**config.mk**
```make
export PLATFORM = sky130hd
export DESIGN_NAME = prng
export DESIGN_NICKNAME = d
export VERILOG_FILES = /design/src/rtl/prng.sv
export SDC_FILE = /design/constraint.sdc
export NUM_CORES = 2
export LEC_CHECK = 0
export ABC_AREA = 1
export CORE_ASPECT_RATIO = 1.1
export CORE_MARGIN = 2
export CORE_UTILIZATION = 70
export DETAILED_ROUTE_END_ITERATION = 7
export GPL_TIMING_DRIVEN = 0
export PLACE_DENSITY = 0.95
export SLEW_MARGIN = 40
export SYNTH_ARGS = -nofsm -noshare
export SYNTH_HDL_FRONTEND = slang
export SYNTH_SLANG_ARGS = --single-unit
```
**constraint.sdc**
```tcl
create_clock -name clk -period 30.2 [get_ports clk]
set_clock_uncertainty 0.1 [all_clocks]
set_input_delay 6.04 -clock clk [delete_from_list [all_inputs] [get_ports clk]]
set_output_delay 6.04 -clock clk [all_outputs]
set_load 0.005 [all_outputs]
```
**src/rtl/prng.sv**
```systemverilog
// prng -- free-running 32-bit PCG32 (XSH-RR) pseudo-random word generator.
//
// A 64-bit LCG state advances once per enabled clock. Each new output word is
// the xorshift-high / random-rotate permutation of the state *before* that
// advance, so dout after edge k is P(state before edge k).
//
// Ports
//   clk         clock, all logic on the rising edge
//   rst         asynchronous active-high reset: state <= SEED, dout <= 0
//   en          advance enable (defaults high so a bare instance free-runs)
//   seed_valid  load 'seed' into the state this cycle; dout holds; beats en
//   seed        new 64-bit state value
//   dout        registered 32-bit random word
module prng #(
   parameter logic [63:0] SEED = 64'h0000_0000_0000_0000,
   parameter logic [63:0] MULT = 64'h5851_F42D_4C95_7F2D,
   parameter logic [63:0] INC  = 64'h1405_7B7E_F767_814F
) (
   input  logic        clk,
   input  logic        rst        = 1'b0,
   input  logic        en         = 1'b1,
   input  logic        seed_valid = 1'b0,
   input  logic [63:0] seed       = 64'd0,
   output logic [31:0] dout
);

   // Declaration initialisers give a deterministic start when rst is never used.
   logic [63:0] state = SEED;
   logic [31:0] dout_q = 32'd0;

   // ------------------------------------------------------------------
   // Output permutation on the current state
   // ------------------------------------------------------------------
   logic [31:0] xsh;
   logic [4:0]  rot_r;
   logic [4:0]  rot_l;
   logic [31:0] perm;

   always_comb begin
      xsh   = 32'(((state >> 18) ^ state) >> 27);
      rot_r = state[63:59];
      // (32 - r) & 31 == two's-complement negate in 5 bits; r=0 gives a shift of 0
      rot_l = 5'd0 - rot_r;
      perm  = (xsh >> rot_r) | (xsh << rot_l);
   end

   // ------------------------------------------------------------------
   // LCG step, mod 2^64. Only the low 64 product bits matter, so the
   // hi*hi partial product drops out and the cross terms only need
   // their low 32 bits.
   // ------------------------------------------------------------------
   logic [31:0] s_lo, s_hi, m_lo, m_hi;
   logic [63:0] p_ll;
   logic [31:0] p_cross;
   logic [63:0] state_next;

   always_comb begin
      s_lo       = state[31:0];
      s_hi       = state[63:32];
      m_lo       = MULT[31:0];
      m_hi       = MULT[63:32];
      p_ll       = 64'(s_lo) * 64'(m_lo);
      p_cross    = (s_lo * m_hi) + (s_hi * m_lo);
      state_next = p_ll + {p_cross, 32'd0} + INC;
   end

   // ------------------------------------------------------------------
   // Registers
   // ------------------------------------------------------------------
   always_ff @(posedge clk or posedge rst) begin
      if (rst) begin
         state  <= SEED;
         dout_q <= 32'd0;
      end else if (seed_valid) begin
         state  <= seed;
      end else if (en) begin
         state  <= state_next;
         dout_q <= perm;
      end
   end

   assign dout = dout_q;

endmodule

```
; Yosys cells after proc, flatten, opt, wreduce, memory -nomap -nowiden
; Cells that the tools add are included.
[classes]
addsub = 4
multipliers = 3
div_mod_pow = 0
n_lt_le_gt_ge = 0
eq_ne = 0
shift = 2
muxes = 2
n_bitwise = 3
n_reduce_logical = 2
[op_table]
columns = cell, n
row1 = two-way mux 64 bit, 2
row2 = adder 63 x 64 -> 64 bit, 1
row3 = "adder 64 x 61 -> 64 bit, second input constant", 1
row4 = "multiplier 32 x 31 -> 32 bit, second input constant", 2
row5 = "multiplier 32 x 31 -> 63 bit, second input constant", 1
row6 = bitwise XOR 46 x 59 -> 59 bit, 1
row7 = adder 32 bit, 1
row8 = bitwise OR 32 bit, 1
row9 = << shifter 32 x 5 -> 32 bit, 1
row10 = right shift 32 x 5 -> 32 bit, 1
row11 = "subtractor 1 x 5 -> 5 bit, first input constant", 1
row12 = AND reduction 2 bit, 1
row13 = nonzero test 2 bit, 1
row14 = NOT 1 bit, 1
[word_totals]
ff_bits = 96
latch_bits = 0
ram_bits = 0
romBits = 0
input_bits = 68
out_inout_bits = 32
word_cells = 18
n_memories = 0

; Longest topological paths before layout
[depth]
word_depth = 6
ltp_mapped = 47
depth_no_buf = 47

; Worst setup path after synthesis
; OpenSTA, ideal clock, no wires.
[synth_path]
path_kind = reg2reg
start = register state[6]
end = register state[58]
setup_time_ps = 121
arrival_time_ps = 9530
t_required_ps = 29979
slack_ps = 20449
stages_incl_launch_ff = 44
path_buffers = 0
synth_period_minus_slack_ps = 9751
cell_sequence = dfrtp_1 > inv_1 > ha_1 > inv_1 > ha_1 > inv_1 > fa_1 > inv_1 > ha_1 > ha_1 > inv_1 > fa_1 > inv_1 > fa_1 > fa_1 > inv_1 > fa_1 > inv_1 > [8 not listed] > fa_1 > inv_1 > fa_1 > fa_1 > inv_1 > ha_1 > ha_1 > a21oi_1 > inv_1 > nor2_1 > o21ai_0 > a21oi_1 > o211ai_1 > nand2_1 > nand2_1 > or2_2 > nand3_1 > nand2_1
[synth_between]
elab_chain_cells = 6
word_cells_on_any_way = 7
cone_classes = add/sub (3) / mul (2) / mux (2)
[synth_lines]
columns = item, line
row1 = from (decl), 28  ; logic [63:0] state = SEED;
row2 = from (signal assigned), 77  ; state <= state_next;
row3 = multiplier 32 x 31 -> 32 bit, 63  ; p_cross = (s_lo * m_hi) + (s_hi * m_lo);
row4 = adder 32 bit, 63
row5 = adder 63 x 64 -> 64 bit (*), 64  ; state_next = p_ll + {p_cross, 32'd0} + INC;
row6 = adder 64 x 61 -> 64 bit (*), 64
row7 = two-way mux 64 bit (*), 76  ; end else if (en) begin
row8 = two-way mux 64 bit (*), 74  ; end else if (seed_valid) begin
; Every way passes the cells marked *; elsewhere a longest branch is shown, timed or not. The select of a mux whose other input is x is not followed.
; A chain may end at the register's enable or synchronous reset.

; Worst setup path in the final report
[layout_path]
start = register state[4]
end = register state[60]
; The elaborated chain is that of the path after synthesis.

==> flow_results.xml <==
<?xml version="1.0" encoding="UTF-8"?>
<metrics>
  <group name="yosys">
    <metric name="syn_inst_count" unit="">4984</metric>
    <metric name="synth_seq_cells" unit="">96</metric>
    <metric name="sequential_fraction_of_the_synthesis_area" unit="">0.05400</metric>
    <metric name="synth_top_area_share" unit="">0.4167</metric>
    <metric name="yosys_most_used_dff" unit="">dfrtp_1</metric>
    <metric name="synth-edff-count" unit="">0</metric>
    <metric name="synth_area" unit="um^2">44490</metric>
    <metric name="ranking_of_synthesized_cells_by_instance_count" unit="">inv_1 (1,539), fa_1 (926), ha_1 (725), nand2_1 (554), o21ai_0 (223)</metric>
    <metric name="net_count_after_synthesis" unit="">6703</metric>
    <metric name="syn_area_per_cell" unit="um^2">8.926</metric>
    <metric name="yosys.cell_count.top_type" unit="">inv_1</metric>
    <metric name="synth-warning-count" unit="">0</metric>
    <metric name="asyncSetResetFlopFracSynth" unit="">1.000</metric>
    <metric name="yosys.area.top_type" unit="">fa_1</metric>
    <metric name="ys_top_cells_by_area" unit="">fa_1 (42%), ha_1 (20%), inv_1 (13%)</metric>
    <metric name="yosysUniqueCellTypes" unit="">65</metric>
  </group>
  <group name="finish">
    <metric name="multiInputGateArea" unit="um^2">35990</metric>
    <metric name="area_growth_syn_to_layout" unit="%">5.819</metric>
    <metric name="final_core_util" unit="">0.7522</metric>
    <metric name="num-nets-final" unit="">6815</metric>
    <metric name="instances_no_fill" unit="">5964</metric>
    <metric name="ff_latch_area" unit="um^2">2437</metric>
    <metric name="fillers" unit="">4351</metric>
    <metric name="post_route_cells_drive_above_1_share" unit="">0.03156</metric>
  </group>
  <group name="clock_network">
    <metric name="clockRootBuffer" unit="">clkbuf_16</metric>
    <metric name="cts_tree" unit="">built</metric>
    <metric name="cts-htree-levels" unit="">3</metric>
    <metric name="clock_pin_slew_on_the_worst_setup_and_hold_paths" unit="ps">70</metric>
    <metric name="cts-buffers-inserted" unit="">9</metric>
    <metric name="clock_latency" unit="ps">420</metric>
    <metric name="cts_buffer_depth" unit="">2</metric>
    <metric name="number_of_hold_buffers_added_after_cts" unit="">0</metric>
    <metric name="clk_sink_count" unit="">96</metric>
    <metric name="cts_resized" unit="">0</metric>
    <metric name="cts.repair_timing.setup_buffer_count" unit="">0</metric>
  </group>
  <group name="floorplan">
    <metric name="floorplan_die_width" unit="um">244.4</metric>
    <metric name="core_area" unit="um^2">62580</metric>
    <metric name="floorplan.die.height" unit="um">268.4</metric>
    <metric name="ios" unit="">100</metric>
    <metric name="die_area" unit="um^2">65590</metric>
    <metric name="floorplan.rows" unit="">96</metric>
    <metric name="initial_utilization" unit="">0.7109</metric>
  </group>
  <group name="drt">
    <metric name="detail_route.wl_per_cell" unit="um">31.52</metric>
    <metric name="detailroute.via_count" unit="">39280</metric>
    <metric name="drt_pass1_iterations" unit="">8</metric>
    <metric name="drt-vias-per-instance" unit="">6.586</metric>
    <metric name="drt-initial-drc-count" unit="">5595</metric>
    <metric name="route.detailed.drc" unit="">103</metric>
    <metric name="drtAntennaViolNets" unit="">0</metric>
    <metric name="routed_wirelength" unit="mm">188.0</metric>
  </group>
  <group name="timing">
    <metric name="worst-slew-pin-transition" unit="ps">1048</metric>
    <metric name="tns" unit="ps">0</metric>
    <metric name="finalMaxSlewViolations" unit="">0</metric>
    <metric name="finalWorstPathRequiredPeriod" unit="ps">13520</metric>
    <metric name="slew-limit-headroom" unit="">0.2961</metric>
    <metric name="max_clock_freq" unit="MHz">73.94</metric>
    <metric name="setup_repair_after_global_routing_missed_its_margin" unit="">no</metric>
    <metric name="setup_violations" unit="">0</metric>
    <metric name="post-route-period-util" unit="">0.4478</metric>
    <metric name="timing_hold_violations_final" unit="">0</metric>
  </group>
  <group name="worst_setup_path">
    <metric name="timing.critical_path.required" unit="ps">30390</metric>
    <metric name="criticalPathCategory" unit="">reg -&gt; reg</metric>
    <metric name="cp-start-kind" unit="">register</metric>
    <metric name="worst-path-max-fanout" unit="">12</metric>
    <metric name="max_stage_delay" unit="ps">920</metric>
    <metric name="crit_path_end_kind" unit="">register</metric>
    <metric name="critical-path-top-cell-by-count" unit="">inv_1</metric>
    <metric name="cp.arrival" unit="ps">13720</metric>
    <metric name="cpMaxStageDelayCell" unit="">dfrtp_1</metric>
  </group>
  <group name="placed_design">
    <metric name="portBuffers" unit="">99</metric>
    <metric name="post-place-cells" unit="">5918</metric>
    <metric name="gp_congestion" unit="">1.157</metric>
    <metric name="dp.final_hpwl" unit="mm">152.9</metric>
  </group>
  <group name="global_route">
    <metric name="grt_start_max_net_pins" unit="">67</metric>
    <metric name="global_route.overflow_total" unit="">0</metric>
    <metric name="wire_length_of_the_first_global_routing_pass" unit="mm">275.4</metric>
    <metric name="grt_antenna_before_repair" unit="">35</metric>
    <metric name="grt_pass1_vias" unit="">41820</metric>
    <metric name="all_layer_gr_usage" unit="">0.6038</metric>
  </group>
  <group name="hold_path">
    <metric name="timing.hold.worst.class" unit="">reg -&gt; reg</metric>
  </group>
  <group name="status">
    <metric name="status" unit="">complete, but fails checks</metric>
    <metric name="violations" unit="">design-rule violations</metric>
  </group>
  <group name="run">
    <metric name="max-cap-violations" unit="">0</metric>
  </group>
</metrics>
## cell families (layout without fill, tap and decap cells)
family                     Yosys count  after routing  share of synthesized area
AOI/OAI and AO/OA                  615            615                    0.08235
DFF                                 96             96                    0.05400
buffers and inverters             1630           1747                     0.1392
muxes                                6              6                   0.001350
and+or+nand+nor                    869            869                    0.07923
adders and majority gates         1651           1651                     0.6206
xor gates and xnor gates           117            117                    0.02320
other                                0             30                          0
## per-layer routing
layer / wire (um) / global-route usage / share of wire
met5: 1542 / 0.2265 / 0.0082
met3: 33900 / 0.3838 / 0.18
met1: 58740 / 0.6602 / 0.31
met4: 20870 / 0.5015 / 0.11
met2: 72940 / 0.7961 / 0.39
## worst max-delay path, delay by kind of cell (launching register included)
| family | cells | cell delay [ps] |
|---|---|---|
| fa+ha+maj | 16 | 7540 |
| buf+inv | 10 | 1510 |
| xor+xnor | 1 | 390 |
| simple gates | 7 | 1570 |
| flops | 1 | 920 |
| compound gates | 5 | 1340 |
## cells in the final DEF, fill, tap and decap left out, types with 10 or more instances in the layout
cell type	Yosys	routed
dfrtp_1	96	68
o21ai_0	223	223
clkbuf_1	47	39
ha_1	725	725
dfrtp_2	0	28
xnor2_1	60	56
a21o_1	10	10
nand3_1	83	83
nor2_1	179	178
clkdlybuf4s50_1	0	99
o21ai_1	19	19
diode_2	0	30
a31oi_1	31	31
nand4_1	11	11
a21oi_1	172	172
xor2_2	1	10
fa_1	926	926
o211ai_1	23	23
a22oi_1	28	28
o21a_1	11	11
o221ai_1	26	26
inv_2	8	10
buf_2	15	15
nand2_1	554	554
xor2_1	56	47
o22ai_1	13	13
inv_1	1539	1536
## flip-flops by register name, summed over array words and instances (netlist names)
signal	cells
dout	32
state	64
## final timing paths
kind / startpoint / to / slack (ps) / depth (start not counted)
worst max register to register: state[4] / state[60] / 16680 / 39
worst min-delay path: dout[13] / dout[13] / 390 / 2
min in group asynchronous: rst / dout[17] / 5880 / 2
max in group asynchronous: rst / state[13] / 23370 / 3
worst max-delay path: state[4] / state[60] / 16680 / 39
worst min register to register: dout[13] / dout[13] / 390 / 2
## final cells by class
cell class,count,share of cell area
multi-input cells,3258,0.7645
inverters,1548,0.1236
flip-flops and latches,96,0.05178
well taps,833,0.02214
repair buffers,101,0.02187
plain buffers,82,0.008319
clock buffers,11,0.005156
diodes,30,0.001595
clock inverters,5,0.0009569
## metrics by stage
stage	setup slack (ps)	instance area (um^2)	hold WS, ps
after floorplan	20450	44490	372.6
after global placement	17670	46520	369.2
after detailed placement	17570	46660	376.2
after CTS	17570	46950	394.0
after global routing	16930	47040	423.4
final	16680	47070	393.1
Power is not shown: default switching activity piles up to over one toggle a cycle in this logic, so the estimate is an artifact.
